--- config.mk ---
export PLATFORM = sky130hd
export DESIGN_NAME = layer_serializer
export DESIGN_NICKNAME = d
export VERILOG_FILES = /design/src/rtl/layer_serializer.sv
export SDC_FILE = /design/constraint.sdc
export NUM_CORES = 1
export LEC_CHECK = 0
export ABC_AREA = 1
export BUFFER_PORTS_ARGS = -buffer_cell sky130_fd_sc_hd__buf_4
export CAP_MARGIN = 15
export CORE_MARGIN = 1.5
export CORE_UTILIZATION = 49
export CTS_CLUSTER_SIZE = 25
export DETAILED_ROUTE_END_ITERATION = 10
export GPL_ROUTABILITY_DRIVEN = 0
export PLACE_DENSITY_LB_ADDON = 0.1
export REMOVE_ABC_BUFFERS = 1
export SYNTH_ARGS = -nofsm -noshare
export SYNTH_HDL_FRONTEND = slang
export SYNTH_SLANG_ARGS = --single-unit
--- constraint.sdc ---
create_clock -name i_clk -period 5.1 [get_ports i_clk]
set_input_delay 0.255 -clock i_clk [delete_from_list [all_inputs] [get_ports i_clk]]
set_output_delay 0.255 -clock i_clk [all_outputs]
set_load 0.03 [all_outputs]
--- src/rtl/layer_serializer.sv ---
// rtl/layer_serializer.sv - collects parallel neuron outputs and streams them one word per handshake
//
// Purpose:
//   Captures NUM_NEURON parallel words as each neuron's valid pulse arrives.
//   Once every neuron has reported, it streams the words out in neuron order.
//
// Ports:
//   i_clk, i_reset   clock (rising edge), asynchronous active-high reset
//   i_data           NUM_NEURON packed words, word k at [k*DATA_WIDTH +: DATA_WIDTH]
//   i_data_valid     per-neuron single-cycle valid pulses
//   o_data           serialized word (zero outside SEND)
//   o_data_valid     o_data holds a word to transfer
//   i_data_ready     downstream accepts o_data this cycle
//   o_last           high with o_data_valid on the final word of a frame
//   o_busy           high while streaming
//   o_overrun        sticky: a neuron reported twice in one frame, or reported while streaming
module layer_serializer #(
  parameter int NUM_NEURON = 10,
  parameter int DATA_WIDTH = 16
) (
  input  logic                             i_clk,
  input  logic                             i_reset,
  input  logic [NUM_NEURON*DATA_WIDTH-1:0] i_data,
  input  logic [NUM_NEURON-1:0]            i_data_valid,
  output logic [DATA_WIDTH-1:0]            o_data,
  output logic                             o_data_valid,
  input  logic                             i_data_ready,
  output logic                             o_last,
  output logic                             o_busy,
  output logic                             o_overrun
);

  localparam int IDX_W = $clog2(NUM_NEURON);

  typedef enum logic {COLLECT, SEND} state_t;

  state_t                state, state_next;
  logic [NUM_NEURON-1:0] mask;
  logic [IDX_W-1:0]      idx;
  logic [DATA_WIDTH-1:0] word_buf [NUM_NEURON];
  logic                  overrun;
  logic                  frame_done;
  logic                  last_word;
  logic                  transfer;

  // The frame completes on the edge where the remaining neurons report,
  // so the incoming valids are merged with the mask before the test.
  assign frame_done = &(mask | i_data_valid);
  assign last_word  = (idx == IDX_W'(NUM_NEURON - 1));
  assign transfer   = o_data_valid && i_data_ready;
  assign o_overrun  = overrun;

  always_comb begin
    state_next   = state;
    o_data       = '0;
    o_data_valid = 1'b0;
    o_busy       = 1'b0;
    o_last       = 1'b0;
    case (state)
      COLLECT: begin
        if (frame_done) state_next = SEND;
      end
      SEND: begin
        o_data       = word_buf[idx];
        o_data_valid = 1'b1;
        o_busy       = 1'b1;
        o_last       = last_word;
        if (i_data_ready && last_word) state_next = COLLECT;
      end
      default: state_next = COLLECT;
    endcase
  end

  always_ff @(posedge i_clk or posedge i_reset) begin
    if (i_reset) begin
      state   <= COLLECT;
      mask    <= '0;
      idx     <= '0;
      overrun <= 1'b0;
      for (int k = 0; k < NUM_NEURON; k++) word_buf[k] <= '0;
    end else begin
      state <= state_next;
      case (state)
        COLLECT: begin
          for (int k = 0; k < NUM_NEURON; k++) begin
            if (i_data_valid[k]) begin
              word_buf[k] <= i_data[k*DATA_WIDTH +: DATA_WIDTH];
              if (mask[k]) overrun <= 1'b1;
            end
          end
          if (frame_done) begin
            mask <= '0;
            idx  <= '0;
          end else begin
            mask <= mask | i_data_valid;
          end
        end
        SEND: begin
          // Words arriving mid-stream have nowhere to go; they are dropped.
          if (|i_data_valid) overrun <= 1'b1;
          if (transfer) idx <= last_word ? '0 : idx + IDX_W'(1);
        end
        default: ;
      endcase
    end
  end

endmodule

==> results.yml <==
setup_path:
  cp_max_fo: 53
  start_kind: "flip-flop"
  reg2reg_slack_ns: 2.21
  reg2reg_depth: 7
  timing.rr.start: "idx[1]"
  cp.required_ns: 4.85
  r2r-end: "idx[0]"
  cp.arrival_ns: 3.13
  crit_type: "reg -> out"
  end_kind: "primary output"
final_layout:
  nNetsFinal: 1480
  drive_gt1_share_pct: 18.33
  layout.cells.non_filler: 1540
  diodes: 0
  synthToLayoutAreaGrowth_pct: 23.88
  final_area_mm2: 0.01067
cts:
  cts_root_buf: "clkbuf_16"
  cts-buffers-inserted: 17
  clock_path_buffers: 2
  insertion_delay_ns: 0.43
  path_clk_slew_ns: 0.06
  cts.repair.resized: 0
  clkSinkCount: 176
  htree_levels: 4
  cts_tree: "yes"
floorplan:
  rows: 48
  fp.dieH_um: 135.6
  core_mm2: 0.01724
  die_w_um: 135.6
  dieArea_mm2: 0.01838
  io_pins: 193
  start_util_pct: 49.97
routing:
  drc_errors: 0
  wl_per_cell_um: 16.67
  dr.first_iter.drc_count: 564
  vias: 7942
  ant_nets: 0
  routed_wirelength_um: 25670
  via_per_inst: 5.157
  dr.pass1.iters: 6
logic_synthesis:
  synth_largest_area_cell: "dfrtp_1"
  synth.yosys.seq_area_share_pct: 51.13
  syn_area_per_cell_um2: 7.483
  yosysMostFrequentCell: "nand2_1"
  synth_flop_cell: "dfrtp_1"
  async_flop_share_pct: 100.0
  synthTopCellsByArea: "dfrtp_1 (51%), nand2_1 (18%), o21ai_0 (8.9%)"
  synthesis.area_mm2: 0.008613
  synth_commonest_cells: "nand2_1 (410), dfrtp_1 (176), inv_1 (153), o21ai_0 (153), nand3_1 (104)"
  synth_warnings: 0
  yosysTopAreaCellShare_pct: 51.13
  syn-instance-count: 1151
  synth-edff-count: 0
  yosys.cell_types.count: 25
  synth_seq_cells: 176
worst_hold_path:
  min_path_type: "in -> reg"
  min_to: "word_buf[157]"
  whs_path_depth: 3
  hold_start: "i_data[13]"
grt:
  grt_max_degree: 75
  grt-ovfl-total: 0
  grt_pass1_wl_um: 40410
  antenna_found_initial: 0
  grt_use_total_pct: 29.23
  grt_pass1_vias: 7675
timing:
  fin_skew_ns: 0.008069
  max_freq_mhz: 295.6
  finalSetupViolations: 0
  max_slew_margin_pct: 32.01
  hold_ws_ns: 0.007025
  final.min_clock_period_ns: 3.383
  rsz0062_at_grt: "false"
  slew_violations: 0
  worst_pin_slew_ns: 1.020
  fin_crit_sh_pct: 66.34
  hold_viol_final: 0
  tns_ns: 0
placed_design:
  place_area_mm2: 0.01003
  post-dp-hpwl_um: 18200
  placed_cells: 1508
  numPortBuffers: 192
outcome:
  status: "completed"
power:
  power_mw: 6.645
  p_leak_nw: 5.476
  vdd_drop_max_mv: 0.4789
  p_per_area_mw_per_mm2: 622.7
job:
  cap_violations: 0
-- cell families (layout without fill, tap and decap cells) --
group,Yosys count,count (layout),synth area share [%]
DFF,176,176,51.13
AOI/OAI and AO/OA,173,173,10.05
xor gates and xnor gates,2,2,0.2034
buffers and inverters,222,386,10.87
and+or+nand+nor,576,576,27.46
adders and majority gates,2,2,0.2905
-- placed cells by master (no fill, tap or decap), types with 5 or more instances in the layout --
cell,count
a21oi_1,17
buf_4,195
clkbuf_16,17
dfrtp_1,174
inv_1,152
inv_2,5
nand2_1,410
nand3_1,104
nor2_1,43
nor2_4,5
o21ai_0,153
-- report_power, final --
| group | switching (mW) | total (mW) | internal (mW) |
|---|---|---|---|
| clock network | 0.524 | 1.34 | 0.815 |
| logic | 1.93 | 2.88 | 0.953 |
| registers | 0.375 | 2.42 | 2.05 |
-- through the flow --
step / util [%] / setup slack [ns]
finish: 61.90 / 1.717
global route: 61.90 / 1.548
CTS: 61.73 / 1.762
detailed placement: 58.22 / 2.220
global placement: 58.22 / 2.243
floorplan: - / 0.07145
-- worst max path at each step --
| stage | startpoint | end | slack, ns | cells after the start |
|---|---|---|---|---|
| after floorplan | i_reset | idx[0] | 0.07 | 1 |
| after global placement | idx[1] | o_last | 2.24 | 5 |
| after detailed placement | idx[1] | o_last | 2.22 | 5 |
| after CTS | idx[1] | o_last | 1.76 | 5 |
| after global routing | idx[1] | o_data[4] | 1.55 | 6 |
| final | idx[1] | o_last | 1.72 | 5 |
-- layout make-up --
cell class                      instances  area, um2
Sequential cell                       176       4409
Tap cell                              225      281.5
Fill cell                            1617       6566
Multi-Input combinational cell        753       3278
Clock inverter                          5      103.9
Inverter                              159      601.8
Timing Repair Buffer                  198       1504
Clock buffer                           24      491.7
-- sequential cells by signal, summed over array words and instances (netlist names) --
| signal | flops |
|---|---|
| idx | 4 |
| mask | 10 |
| o_overrun | 1 |
| state | 1 |
| word_buf | 160 |
-- repair_timing --
item / CTS / global route
endpoints found under the hold margin: 57 / 0
buffers inserted: 0 / 0
hold buffers: 1 / 0
-- worst max-delay path, cell delays in order (launching register included) --
cell,delay (ns)
dfrtp_2,1.03
clkinv_1,0.81
ha_1,0.43
nand3_1,0.13
nor2_1,0.09
buf_4,0.20
-- metal layers --
layer	wire length, um	track usage, %
met1	11200	40.67
met2	11350	42.92
met5	0	0
met4	1047	13.80
met3	2066	7.295
Note: power is estimated with default switching activity, not from simulation.
